File: src/rtl/opll_write_queue.sv
// opll_write_queue: buffers CPU register writes and replays them on the opll
// bus pins with YM2413 recovery spacing, paced by the shared xena enable.
module opll_write_queue #(
    parameter int unsigned DEPTH     = 16,
    parameter int unsigned ADDR_WAIT = 12,
    parameter int unsigned DATA_WAIT = 84
) (
    input  logic                     xin,
    input  logic                     ic_n,
    input  logic                     xena,
    input  logic                     cpu_wr,
    input  logic                     cpu_a,
    input  logic [7:0]               cpu_d,
    output logic [$clog2(DEPTH):0]   level,
    output logic                     full,
    output logic                     overflow,
    output logic [7:0]               d,
    output logic                     a,
    output logic                     cs_n,
    output logic                     we_n
);

    localparam int unsigned AW   = $clog2(DEPTH);
    localparam int unsigned LW   = AW + 1;
    localparam int unsigned MAXW = (DATA_WAIT > ADDR_WAIT) ? DATA_WAIT : ADDR_WAIT;
    localparam int unsigned CW   = $clog2(MAXW) + 1;

    typedef enum logic [1:0] {
        ST_IDLE   = 2'd0,
        ST_STROBE = 2'd1,
        ST_WAIT   = 2'd2
    } state_t;

    logic [8:0]    r_mem [DEPTH];
    logic [AW-1:0] r_wr_ptr;
    logic [AW-1:0] r_rd_ptr;
    logic [LW-1:0] r_level;
    logic          r_full;
    logic          r_overflow;
    state_t        r_state;
    logic [CW-1:0] r_cnt;
    logic [7:0]    r_d;
    logic          r_a;
    logic          r_cs_n;
    logic          r_we_n;

    logic          w_pop;
    logic          w_push;
    logic [8:0]    w_head;
    logic [LW-1:0] w_level_nxt;

    // Pop/push qualification; a pop frees the slot a full-FIFO push lands in.
    always_comb begin
        w_pop       = (r_state == ST_IDLE) && xena && (r_level != '0);
        w_push      = cpu_wr && ((r_level != LW'(DEPTH)) || w_pop);
        w_head      = r_mem[r_rd_ptr];
        w_level_nxt = r_level;
        if (w_push && !w_pop) begin
            w_level_nxt = r_level + LW'(1);
        end else if (!w_push && w_pop) begin
            w_level_nxt = r_level - LW'(1);
        end
    end

    // FIFO storage; contents are invalidated by pointer reset, not cleared.
    always_ff @(posedge xin) begin
        if (w_push) begin
            r_mem[r_wr_ptr] <= {cpu_a, cpu_d};
        end
    end

    // FIFO pointers, occupancy and status flags.
    always_ff @(posedge xin or negedge ic_n) begin
        if (!ic_n) begin
            r_wr_ptr   <= '0;
            r_rd_ptr   <= '0;
            r_level    <= '0;
            r_full     <= 1'b0;
            r_overflow <= 1'b0;
        end else begin
            if (w_push) begin
                r_wr_ptr <= r_wr_ptr + AW'(1);
            end
            if (w_pop) begin
                r_rd_ptr <= r_rd_ptr + AW'(1);
            end
            r_level    <= w_level_nxt;
            r_full     <= (w_level_nxt == LW'(DEPTH));
            r_overflow <= cpu_wr && !w_push;
        end
    end

    // Bus sequencer: one strobe per entry, then recovery; frozen while xena=0.
    // Leaving WAIT as the counter reaches 1 gives strobe-to-strobe spacing of
    // WAIT+1 xena ticks (13 after an address, 85 after data).
    always_ff @(posedge xin or negedge ic_n) begin
        if (!ic_n) begin
            r_state <= ST_IDLE;
            r_cnt   <= '0;
            r_d     <= '0;
            r_a     <= 1'b0;
            r_cs_n  <= 1'b1;
            r_we_n  <= 1'b1;
        end else begin
            case (r_state)
                ST_IDLE: begin
                    if (w_pop) begin
                        r_a     <= w_head[8];
                        r_d     <= w_head[7:0];
                        r_cs_n  <= 1'b0;
                        r_we_n  <= 1'b0;
                        r_state <= ST_STROBE;
                    end
                end
                ST_STROBE: begin
                    if (xena) begin
                        r_cs_n  <= 1'b1;
                        r_we_n  <= 1'b1;
                        r_cnt   <= r_a ? CW'(DATA_WAIT - 1) : CW'(ADDR_WAIT - 1);
                        r_state <= ST_WAIT;
                    end
                end
                ST_WAIT: begin
                    if (xena) begin
                        if (r_cnt <= CW'(1)) begin
                            r_cnt   <= '0;
                            r_state <= ST_IDLE;
                        end else begin
                            r_cnt <= r_cnt - CW'(1);
                        end
                    end
                end
                default: begin
                    r_state <= ST_IDLE;
                    r_cs_n  <= 1'b1;
                    r_we_n  <= 1'b1;
                end
            endcase
        end
    end

    assign level    = r_level;
    assign full     = r_full;
    assign overflow = r_overflow;
    assign d        = r_d;
    assign a        = r_a;
    assign cs_n     = r_cs_n;
    assign we_n     = r_we_n;

endmodule
File: config.mk
export PLATFORM = sky130hd
export DESIGN_NAME = opll_write_queue
export DESIGN_NICKNAME = d
export VERILOG_FILES = /design/src/rtl/opll_write_queue.sv
export SDC_FILE = /design/constraint.sdc
export NUM_CORES = 1
export LEC_CHECK = 0
export BUFFER_PORTS_ARGS = -buffer_cell sky130_fd_sc_hd__buf_2
export CORE_MARGIN = 2
export CORE_UTILIZATION = 45
export CTS_CLUSTER_SIZE = 14
export DETAILED_ROUTE_END_ITERATION = 10
export GPL_TIMING_DRIVEN = 0
export PLACE_DENSITY = 0.57
export SETUP_SLACK_MARGIN = 0.2
export SYNTH_ARGS = -nofsm -noshare
export SYNTH_HDL_FRONTEND = slang
export SYNTH_SLANG_ARGS = --single-unit
File: constraint.sdc
create_clock -name xin -period 3.4 [get_ports xin]
set_input_delay 0.34 -clock xin [delete_from_list [all_inputs] [get_ports xin]]
set_output_delay 0.34 -clock xin [all_outputs]
set_load 0.02 [all_outputs]
==> metrics.md <==
| Metric | Value |
|---|---|
| Outcome | finished clean |
| Crit Path Max Fanout | 9 |
| Gr ovfl total | 0 |
| Final worst-path setup slack | between 0.3 and 0.4 ns |
| RSZ-0062 raised after global routing | yes |
| Worst path cell trace | inv_1 -> ha_1 -> nor3b_1 -> a31oi_1 -> nand3_1 -> nor2_1 |
| First-pass GRT wire length | 23500 um |
| Most used flip-flop cell after synthesis | edfxtp_1 |
| Cell Area, Synth | 7350 sq um |
| CP delay by family, top | simple AND/OR/NAND/NOR gates |
| CTS max path bufs | 2 |
| Worst skew pair latency | 0.43 ns |
| R2R setup slack | 0.38 ns |
| GRT Total Usage | 0.185 |
| Drt total wl | 15000 um |
| Mux cell area share after synthesis | 0.137 |
| Final Hold Fails | 0 |
| Final period util | 0.889 |
| Gpl congestion | roughly 0.8 |
| Buffers & Inverters on Critical Path | 1 |
| CP max-delay cell | nor2_1 |
| Antenna Violating Nets Remaining | 0 |
| Syn nets | 446 |
| Mean post-synth cell area | 17.3 sq um |
| Hold crit path type | primary input to asynchronous set/reset pin |
| Core area | 15900 sq um |
| HPWL Detailed | 9750 um |
| Top cell type's share of synthesized area | 0.588 |
| Crit end category | flop |
| Row Count | 46 |
| Post-Syn Instances | 424 |
| Synth Area in Simple Gates | 0.0619 |
| Die width | 132 um |
| Psw | approximately 2.4 mW |
| # port buffers | 30 |
| Ant. Diodes | 0 |
| R2R Path End | r_mem[13][2] |
| EDFF count, synth | approximately 140 |
| Number of synthesis warnings | 0 |
| Worst flop-to-flop path startpoint | level[0] |
| Die Ht | 132 um |
| # clock sinks | 179 |
| Slew @ Worst Pin | 1.06 ns |
| Routed vias | 3878 |
| Vias in the first global route | about 4000 |
| DRC violation count after routing | 0 |
| Ports | 31 |
| Vias per std cell | around 5.5 |
| Cell count after placement | 674 |
| Max VDD drop | 0.000454 V |
| Dpl ws | 0.348 ns |
| Non-filler instance count after layout | 706 |
| Total of max-cap violations | 0 |
| Largest net degree at the start of global routing | 36 |
| Sw Ratio | 0.331 |
| Initial Util | 0.461 |
| Combinational share of power | 0.321 |
| Max-slew violations | 0 |
| Inserted Clock Buffers | 17 |
| Count of state elements after synthesis | 179 |
| Largest area contributor in the netlist | edfxtp_1 |
| Clock Skew | 0.00996 ns |
| Initial antenna violation count | 0 |
| Power Internal | around 4.8 mW |
| Pwr Density | 848 nW/um^2 |
| Ranking of synthesized cells by area | edfxtp_1, dfrtp_1, mux4_2, mux2i_1, ha_1 |
| Setup crit start kind | flop |
| Post-synth ARST share | 0.196 |
| Clock Power Share | 0.270 |
| Fmax | roughly 330 MHz |
| CTS H-Tree Depth | 4 |
| Wire per inst | around 21 um |
| Clock period minus worst slack | 3.02 ns |
| Max stage delay on crit path | 0.85 ns |
| Clk slew on worst S/H paths | roughly 0.070 ns |
| CTS tree | done |
| Nets | 499 |
| Initial DRC count | 318 |
| Unique masters post-synth | 50 |
| Share of layout cells above drive strength 1 | 0.253 |
| Slew Limit Headroom | 0.292 |
| Total Power | ~7.2 mW |
| First-pass DRT Iterations | 4 |
| Post-Synth XOR/XNOR Area | 0.00953 |
| Compound-Gate Fraction of Synth Area | 0.0512 |
| Layout Utilization | 0.529 |
| Synth Area in Adders | 0.0153 |
| Register area share after synthesis | 0.707 |
| Finish-stage setup viols | 0 |
| CP required | between 3 and 4 ns |
| Largest family of logic cells by synthesized area | multiplexers |
| CTS root buf | clkbuf_16 |
| Sequential share of power | 0.409 |
| Crit Path Class | flop to flop |
| WP data arrival | around 3.1 ns |
| FF-to-FF path depth | 6 |
| Leak | 2.96 nW |
| Area Growth Syn to Fin | 14.6% |
| Die area | 17400 sq um |
layout by cell type, fill, tap and decap left out, types with 2 or more instances in the layout:
cell	n
and2_1	4
clkinvlp_4	3
or3_1	2
o21ai_0	15
a31oi_1	3
ha_1	9
nand2_1	21
inv_6	5
inv_1	11
nor2_1	20
dfrtp_1	34
mux4_2	36
nand3_1	3
a21oi_1	3
nor2b_1	4
nor4_2	5
clkinv_4	2
buf_1	2
buf_2	36
o22ai_1	9
edfxtp_1	144
bufinv_16	2
nor3_1	8
nor3_2	5
xnor2_1	7
a211oi_1	2
nor3b_1	4
o22a_1	2
buf_4	5
a21o_1	9
clkbuf_1	13
mux2i_1	20
clkbuf_16	17
a41oi_1	2
nand4_1	2
per-stage QoR:
step	setup TNS [ns]	hold slack [ns]	cell area, sq um
finish	0	0.0245	8430
global route	0	0.0904	8430
CTS	0	0.0513	8430
detailed placement	0	0.461	7850
global placement	-4.33	0.458	7770
floorplan	0	0.0444	7350
routing by layer:
layer,track usage,share of wire
met1,0.262,0.46
met2,0.283,0.47
met3,0.0400,0.044
met4,0.0737,0.017
met5,0,0
timing repair:
item / in CTS / in global routing
buffers inserted: 0 / 0
resized for setup: 0 / 0
hold buffers: 0 / 0
endpoints found under the setup margin: 0 / 51
area by class of cell:
type | count | area (sq um)
Buffer | 20 | 86.3
Clock buffer | 19 | 433
Clock inverter | 13 | 149
Fill cell | 1298 | 7510
Inverter | 11 | 41.3
Multi-Input combinational cell | 214 | 2070
Sequential cell | 179 | 5200
Tap cell | 216 | 270
Timing Repair Buffer | 34 | 180
Yosys cell counts, drive strengths merged (6+ instances only):
| master | n |
|---|---|
| mux2i | 20 |
| o21ai | 16 |
| dfrtp | 34 |
| o22ai | 9 |
| nor3 | 13 |
| xnor2 | 7 |
| nor2 | 20 |
| clkbuf | 11 |
| a21o | 9 |
| inv | 11 |
| ha | 9 |
| edfxtp | 144 |
| nand2 | 21 |
| mux4 | 36 |
| buf | 9 |
| nor4 | 6 |
how the worst max path moves through the flow:
stage / start / endpoint / slack (ns) / cells after the start
after CTS: level[0] / r_mem[15][2] / 0.29 / 6
after global routing: level[0] / r_mem[12][0] / 0.10 / 6
after detailed placement: level[0] / r_mem[15][8] / 0.35 / 6
after floorplan: level[0] / r_mem[5][0] / 0.75 / 6
after global placement: xena / r_mem[0][0] / -0.16 / 4
final: level[0] / r_mem[13][2] / 0.38 / 6
logic make-up after synthesis:
logic type | after synthesis
adder cells (fa/ha/maj) | 9
flip-flops | 179
AND/OR/NAND/NOR | 87
multiplexers | 56
buffers and inverters | 31
AO/OA/AOI/OAI | 54
XOR/XNOR | 8
power by group through the flow:
stage | registers, mW | logic (mW) | clock network [mW]
floorplan | 3.03 | 1.55 | 0
global placement | 2.95 | 2.25 | 0
CTS | 2.92 | 2.34 | 1.96
detailed placement | 2.97 | 2.33 | 0
finish | 2.92 | 2.30 | 1.93
global route | 2.96 | 2.52 | 2.06
registers in the layout (all words and copies together), names as in the netlist:
signal / count
r_wr_ptr: 4
r_state: 2
r_rd_ptr: 4
a: 1
level: 5
we_n: 1
r_mem: 144
overflow: 1
r_cnt: 8
full: 1
d: 8
No activity file was read; power rests on OpenSTA's default activity.
